$ cat src/rtl/cpu_pkg.sv
// Shared CPU definitions: opcode map, ALU function encodings, decode FSM states
// and the control bundle produced by the opcode decoder.
package cpu_pkg;

  localparam int unsigned OpW = 8;

  localparam logic [OpW-1:0] OpLoadi = 8'h00;
  localparam logic [OpW-1:0] OpMov   = 8'h01;
  localparam logic [OpW-1:0] OpAdd   = 8'h02;
  localparam logic [OpW-1:0] OpSub   = 8'h03;
  localparam logic [OpW-1:0] OpAnd   = 8'h04;
  localparam logic [OpW-1:0] OpOr    = 8'h05;
  localparam logic [OpW-1:0] OpJ     = 8'h06;
  localparam logic [OpW-1:0] OpBeq   = 8'h07;

  typedef enum logic [2:0] {
    AluPass = 3'b000,
    AluAdd  = 3'b001,
    AluAnd  = 3'b010,
    AluOr   = 3'b011
  } aluop_e;

  typedef enum logic [1:0] {
    StIdle   = 2'd0,
    StDecode = 2'd1,
    StWb     = 2'd2
  } state_e;

  typedef struct packed {
    aluop_e aluop;
    logic   immsel;
    logic   negsel;
    logic   write;
    logic   jump;
    logic   branch;
    logic   illegal;
  } ctrl_t;

  // Control-flow opcodes carry a word offset in the dest/offset byte.
  function automatic logic has_offset(input ctrl_t c);
    return c.jump | c.branch;
  endfunction

endpackage

$ cat src/rtl/opcode_decoder.sv
// Combinational opcode to control-bundle lookup; undefined opcodes raise
// only the illegal flag.
module opcode_decoder
  import cpu_pkg::*;
(
  input  logic [OpW-1:0] opcode,
  output ctrl_t          ctrl
);

  always_comb begin
    ctrl = '0;
    case (opcode)
      OpLoadi: begin
        ctrl.aluop  = AluPass;
        ctrl.immsel = 1'b1;
        ctrl.write  = 1'b1;
      end
      OpMov: begin
        ctrl.aluop = AluPass;
        ctrl.write = 1'b1;
      end
      OpAdd: begin
        ctrl.aluop = AluAdd;
        ctrl.write = 1'b1;
      end
      OpSub: begin
        ctrl.aluop  = AluAdd;
        ctrl.negsel = 1'b1;
        ctrl.write  = 1'b1;
      end
      OpAnd: begin
        ctrl.aluop = AluAnd;
        ctrl.write = 1'b1;
      end
      OpOr: begin
        ctrl.aluop = AluOr;
        ctrl.write = 1'b1;
      end
      OpJ: begin
        ctrl.jump = 1'b1;
      end
      // beq compares by subtracting operands in the ALU
      OpBeq: begin
        ctrl.aluop  = AluAdd;
        ctrl.negsel = 1'b1;
        ctrl.branch = 1'b1;
      end
      default: begin
        ctrl.illegal = 1'b1;
      end
    endcase
  end

endmodule

$ cat src/rtl/decode_unit.sv
// Instruction decode stage: IDLE/DECODE/WB handshake FSM, registered decode
// outputs, single-cycle WB pulses and a wrapping retired-instruction counter.
module decode_unit
  import cpu_pkg::*;
#(
  parameter int unsigned IW = 32,
  parameter int unsigned DW = 8,
  parameter int unsigned AW = 3
) (
  input  logic          CLK,
  input  logic          RESETN,
  input  logic [IW-1:0] INSTRUCTION,
  input  logic          INSTR_VALID,
  output logic          INSTR_READY,
  output logic [AW-1:0] OUT1ADDRESS,
  output logic [AW-1:0] OUT2ADDRESS,
  output logic [AW-1:0] INADDRESS,
  output logic          WRITE,
  output logic [DW-1:0] IMMEDIATE,
  output logic [2:0]    ALUOP,
  output logic          IMMSEL,
  output logic          NEGSEL,
  output logic          JUMP,
  output logic          BRANCH,
  output logic [DW-1:0] OFFSET,
  output logic          ILLEGAL,
  output logic [7:0]    RETIRED
);

  state_e        state_q, state_d;
  logic          armed_q;
  logic          accept;
  ctrl_t         dec_ctrl;
  ctrl_t         ctrl_q;
  logic [AW-1:0] dest_q, src1_q, src2_q;
  logic [DW-1:0] imm_q, offset_q;
  logic [7:0]    retired_q;

  opcode_decoder u_opcode_decoder (
    .opcode (INSTRUCTION[IW-1 -: OpW]),
    .ctrl   (dec_ctrl)
  );

  // armed_q holds off READY until the first edge after reset release, so the
  // releasing edge can never complete a handshake.
  assign INSTR_READY = (state_q == StIdle) && armed_q;
  assign accept      = INSTR_VALID && INSTR_READY;

  always_comb begin
    state_d = state_q;
    case (state_q)
      StIdle:   if (accept) state_d = StDecode;
      StDecode: state_d = StWb;
      StWb:     state_d = StIdle;
      default:  state_d = StIdle;
    endcase
  end

  always_ff @(posedge CLK or negedge RESETN) begin
    if (!RESETN) begin
      state_q <= StIdle;
      armed_q <= 1'b0;
    end else begin
      state_q <= state_d;
      armed_q <= 1'b1;
    end
  end

  always_ff @(posedge CLK or negedge RESETN) begin
    if (!RESETN) begin
      ctrl_q   <= '0;
      dest_q   <= '0;
      src1_q   <= '0;
      src2_q   <= '0;
      imm_q    <= '0;
      offset_q <= '0;
    end else if (accept) begin
      ctrl_q   <= dec_ctrl;
      dest_q   <= INSTRUCTION[16 +: AW];
      src1_q   <= INSTRUCTION[8 +: AW];
      src2_q   <= INSTRUCTION[0 +: AW];
      imm_q    <= INSTRUCTION[0 +: DW];
      offset_q <= has_offset(dec_ctrl) ? INSTRUCTION[16 +: DW] : '0;
    end
  end

  always_ff @(posedge CLK or negedge RESETN) begin
    if (!RESETN) begin
      retired_q <= '0;
    end else if (state_q == StWb && !ctrl_q.illegal) begin
      retired_q <= retired_q + 8'd1;
    end
  end

  assign OUT1ADDRESS = src1_q;
  assign OUT2ADDRESS = src2_q;
  assign INADDRESS   = dest_q;
  assign IMMEDIATE   = imm_q;
  assign ALUOP       = ctrl_q.aluop;
  assign IMMSEL      = ctrl_q.immsel;
  assign NEGSEL      = ctrl_q.negsel;
  assign OFFSET      = offset_q;
  assign RETIRED     = retired_q;

  // Pulses are gated by the WB state so an async reset kills them at once.
  assign WRITE   = (state_q == StWb) && ctrl_q.write;
  assign JUMP    = (state_q == StWb) && ctrl_q.jump;
  assign BRANCH  = (state_q == StWb) && ctrl_q.branch;
  assign ILLEGAL = (state_q == StWb) && ctrl_q.illegal;

  logic unused_bits;
  assign unused_bits = ^{INSTRUCTION[15:11], INSTRUCTION[7:3]};

endmodule

$ cat config.mk
export PLATFORM = sky130hd
export DESIGN_NAME = decode_unit
export DESIGN_NICKNAME = d
export VERILOG_FILES = /design/src/rtl/cpu_pkg.sv /design/src/rtl/opcode_decoder.sv /design/src/rtl/decode_unit.sv
export SDC_FILE = /design/constraint.sdc
export NUM_CORES = 1
export LEC_CHECK = 0
export ABC_AREA = 0
export BUFFER_PORTS_ARGS = -buffer_cell sky130_fd_sc_hd__clkbuf_2
export CAP_MARGIN = 20
export CORE_ASPECT_RATIO = 0.7
export CORE_MARGIN = 1.5
export CORE_UTILIZATION = 40
export DETAILED_ROUTE_END_ITERATION = 6
export GPL_TIMING_DRIVEN = 0
export PLACE_DENSITY_LB_ADDON = 0.1
export SYNTH_ARGS = -nofsm -noshare
export SYNTH_HDL_FRONTEND = slang
export SYNTH_HIERARCHICAL = 1
export SYNTH_SLANG_ARGS = --single-unit
$ cat constraint.sdc
create_clock -name CLK -period 1.8 [get_ports CLK]
set_clock_uncertainty 0.1 [all_clocks]
set_input_delay 0.36 -clock CLK [delete_from_list [all_inputs] [get_ports CLK]]
set_output_delay 0.36 -clock CLK [all_outputs]
set_load 0.005 [all_outputs]
# Yosys cells after proc, flatten, opt, wreduce, memory -nomap -nowiden
# Index checks and enable logic that the tools add are counted.
[totals]
wordCells = 51
reg_bits = 45
out_inout_bits = 43
[classes]
n_eq_ne = 10
n_bitwise = 1
muxes = 10
add_sub_neg = 1
reduce_logical = 14
[op_table]
columns = ["op", "n"]
rows = [
  ["8-bit by 3-bit equality test with 1-bit output, second input constant", 4],
  ["8-bit by 2-bit equality test with 1-bit output, second input constant", 2],
  ["8-bit by 1-bit adder with 8-bit output, second input constant", 1],
  ["8-bit by 1-bit equality test with 1-bit output, second input constant", 1],
  ["8-bit zero test", 1],
  ["8-bit 2-to-1 mux", 1],
  ["8-bit OR reduction", 1],
  ["1-bit logical AND", 7],
  ["1-bit 2-to-1 mux", 6],
  ["2-bit case mux with 3 select lines", 1],
  ["6-bit OR reduction", 1],
  ["2-bit case mux with 2 select lines", 1],
  ["3-bit OR reduction", 1],
  ["2-bit by 1-bit equality test with 1-bit output, second input constant", 1],
  ["2-bit equality test, second input constant", 1],
  ["2-bit zero test", 1],
  ["2-bit 2-to-1 mux", 1],
  ["2-bit inequality test, second input constant", 1],
  ["2-bit OR reduction", 1],
  ["1-bit zero test", 1],
  ["1-bit OR", 1],
]

# Depth between registers and ports, before layout
[logic_depth]
ltp_word = 5
ltp_mapped = 7
ltp_nobuf = 5

# By module
# The synthesis kept the hierarchy.
[by_module_without_submodules]
columns = ["module", "n_inst", "cells_each", "area_each_um2"]
rows = [
  ["decode_unit", 1, 179, 1794.2],
  ["opcode_decoder", 1, 18, 147.6],
]

# Worst setup path before layout
# Ideal clock, no wire load.
[synth_timing]
path_type = "input port to flip-flop"
start = "input port INSTRUCTION[29]"
end = "register offset_q[0] (netlist: OFFSET[0])"
setup_ns = 0.065
arrival_time_ns = 1.699
path_slack_ns = -0.064
required_time_ns = 1.635
path_stages = 7
path_cell_list = "or4_4 buf_6 nor4_2 or2_1 buf_2 nand3_1 nand2_1"
[synth_rtl]
columns = ["element", "line_no", "rtl"]
rows = [
  ["start: declaration", "decode_unit.sv:12", "input logic [IW-1:0] INSTRUCTION,"],
  ["end signal: assignment", "decode_unit.sv:83", "offset_q <= has_offset(dec_ctrl) ? INSTRUCTION[16 +: DW] : '0;"],
  ["end: declaration", "decode_unit.sv:36", "logic [DW-1:0] imm_q, offset_q;"],
]

# Final worst setup path
[layout_timing]
start = "register state_q[1]"
end = "output port JUMP"
[layout_via]
elab_chain_cells = 2
[layout_rtl]
columns = ["element", "line_no", "rtl"]
rows = [
  ["start: declaration", "decode_unit.sv:30", "state_e state_q, state_d;"],
  ["start signal: assignment", "decode_unit.sv:61", "state_q <= StIdle;"],
  ["start signal: assignment", "decode_unit.sv:64", "state_q <= state_d;"],
  ["2-bit equality test", "decode_unit.sv:107", "assign JUMP = (state_q == StWb) && ctrl_q.jump;"],
  ["1-bit logical AND", "decode_unit.sv:107", ""],
  ["end: declaration", "decode_unit.sv:23", "output logic JUMP,"],
]
# No other way between the ends.

==> metrics.cfg <==
[run_status]
status=finished, final reports clean

[clocking]
postCtsSetupBuffers=0
clock_sinks=42
clkTransAtPathRegs_ns=0.07
h-tree-depth=2
post_cts_resized=0
ctsRootBufferMaster=clkbuf_8
cts_buffers=5
clk_latency_ns=0.28
cts_tree=done
cts_buffer_depth=2

[synth]
yosys_warnings=6
synth_top_family_by_area=simple AND/OR/NAND/NOR gates
synth-simple-area-share=0.327
yosysSeqAreaShare=0.541
synth_mux_area_frac=0.0110
ys_ff_latch=42
synth.distinct_cells=31
synth.area.top_cells=dfrtp_1 (54%), nand2_1 (17%), buf_4 (4.3%)
synth_fa_ha_area_frac=0.00644
netlist_area_um2=1940
synth_xor_area_frac=0.0316
syn-instance-count=197
syn_nets=233
synth_top_area_share=0.541
synth_top_area_cell=dfrtp_1
synth_compound_area_frac=0
synth.avg_cell_area_um2=9.86

[layout]
final-instance-count-excl-fill=331
fin_util=0.554
syn_to_final_growth_pct=28.4
n_antenna_cell=0
drive_gt1_frac=0.395
nets=313
nFillCells=434

[setup_path]
endpoint_kind=output port
cp-start-kind=flop
criticalPathCategory=flop to output port
arrival_ns=1.21
crit_required_ns=1.34
crit_path_max_fanout=6

[floorplanning]
fp.dieH_um=61.3
io_pins=78
dieArea_um2=5290
core_area_um2=4500
std_cell_rows=20
fp.dieW_um=86.3
initial_utilization=0.431

[grt]
antenna_found_initial=0
grt_pass1_vias=1305
grt_overflow_total=0
grt_pass1_wl_um=5980
grt_max_degree=43
grt_use_total=0.150

[timing]
rsz0062_at_grt=no
worst_pin_slew_ns=0.535
fin_crit_ns=1.67
max_slew_margin=0.644
finalHoldViolations=0
timing.fmax_mhz=599
slew_violations=0
setup_viol=0
finalCritPeriodShare=0.927

[route]
drt-initial-drc-count=63
drt-vias-per-instance=4.55
antenna_left=0
num_vias=1507
wl_um=3890
wl_per_cell_um=11.8
drc=0
dr.pass1.iters=4

[place]
gp_congestion=0.726
portBuffers=71
place_inst=323
place_hpwl_um=2810

[worst_hold_path]
hp-class=input port to flop

[power]
p_per_area_nw_per_um2=865
vdd_drop_max_v=0.000304
cellLeakagePower_nw=1.38

[job]
drv_cap=0

==> synth_stat cells, drive strengths merged <==
master and instances:
nand3 10, nor4b 1, inv 1, nand2 89
buf 16, ha 1, mux2i 1, xor2 1
and2 5, clkbuf 1, nor4 1, nand4bb 1
nor3b 3, nor2b 2, conb 2, or3 1
xnor2 6, mux2 1, nand4 3, and4 1
or4 1, nor3 4, and4bb 1, dfrtp 42
or2 2
==> where the power goes <==
part	switching (W)	internal, W
combinational	0.000199	0.000220
sequential	0.0000985	0.00106
clock	0.000288	0.000296
==> state kept, by name, summed over array words and instances (netlist names) <==
signal       count
OFFSET           8
RETIRED          8
IMMEDIATE        6
ctrl_q           4
ALUOP            3
INADDRESS        3
OUT1ADDRESS      3
OUT2ADDRESS      2
state_q          2
IMMSEL           1
NEGSEL           1
armed_q          1
==> path summary, 6_finish.rpt <==
kind	startpoint	to	slack [ns]	cells past startpoint
min in group asynchronous	RESETN	IMMSEL	0.42	2
setup / recovery	state_q[1]	JUMP	0.13	3
setup reg to reg	state_q[0]	RETIRED[1]	0.47	2
hold reg to reg	OFFSET[0]	OFFSET[0]	0.37	2
hold / removal	INSTRUCTION[10]	OUT1ADDRESS[2]	0.17	3
max in group asynchronous	RESETN	IMMEDIATE[4]	0.70	3
==> worst max-delay path: stages, from the launching register on <==
cell	delay, ns
dfrtp_1	0.41
nor2b_1	0.25
and2_1	0.16
clkbuf_2	0.10
==> routing by layer <==
metal,vias to the layer above,share of wire,track usage
li1,774,-,-
met1,686,0.51,0.220
met2,45,0.42,0.215
met3,2,0.067,0.0509
met4,0,0.0013,0.0346
met5,-,0,0
==> repair_timing <==
| action | 4_1_cts | 5_1_grt |
|---|---|---|
| endpoints found under the setup margin | 0 | 0 |
| hold buffers | 0 | 1 |
| hold endpoints to repair | 0 | 13 |
==> logic make-up (layout without fill, tap and decap cells) <==
group | Yosys count | after routing
xor+xnor | 7 | 7
fa+ha+maj | 1 | 1
buf+inv | 18 | 97
flops | 42 | 42
mux | 2 | 2
other cells | 2 | 2
simple gates | 125 | 125
==> final cells by class <==
cell class / instances / area [um^2] / area share
repair buffers: 73 / 385 / 0.155
inverters: 1 / 8.76 / 0.00351
multi-input cells: 137 / 746 / 0.299
clock buffers: 6 / 82.6 / 0.0331
flip-flops and latches: 42 / 1050 / 0.421
plain buffers: 17 / 151 / 0.0607
well taps: 55 / 68.8 / 0.0276
==> through the flow <==
stage	total power, W	hold WS (ns)	instance area [um^2]	worst slack (ns)	TNS [ns]
2_1_floorplan	0.00137	-0.0356	1960	0.0111	0
3_3_place_gp	0.00159	0.355	2380	-0.153	-1.16
3_5_place_dp	0.00159	0.355	2380	-0.175	-1.32
4_1_cts	0.00219	0.159	2460	0.109	0
5_1_grt	0.00228	0.168	2490	0.00765	0
6_report	0.00216	0.168	2490	0.132	0
==> layout by cell type (no fill, tap or decap), types with 4 or more instances in the layout <==
| master | synthesis | routed |
|---|---|---|
| nand2_1 | 89 | 89 |
| clkbuf_2 | 0 | 71 |
| dfrtp_1 | 42 | 42 |
| buf_4 | 11 | 11 |
| xnor2_1 | 6 | 6 |
| nand3_2 | 6 | 6 |
| clkbuf_8 | 0 | 6 |
| and2_1 | 5 | 5 |
| nand3_1 | 4 | 4 |
| buf_6 | 3 | 4 |
Note: power is estimated with default switching activity, not from simulation.
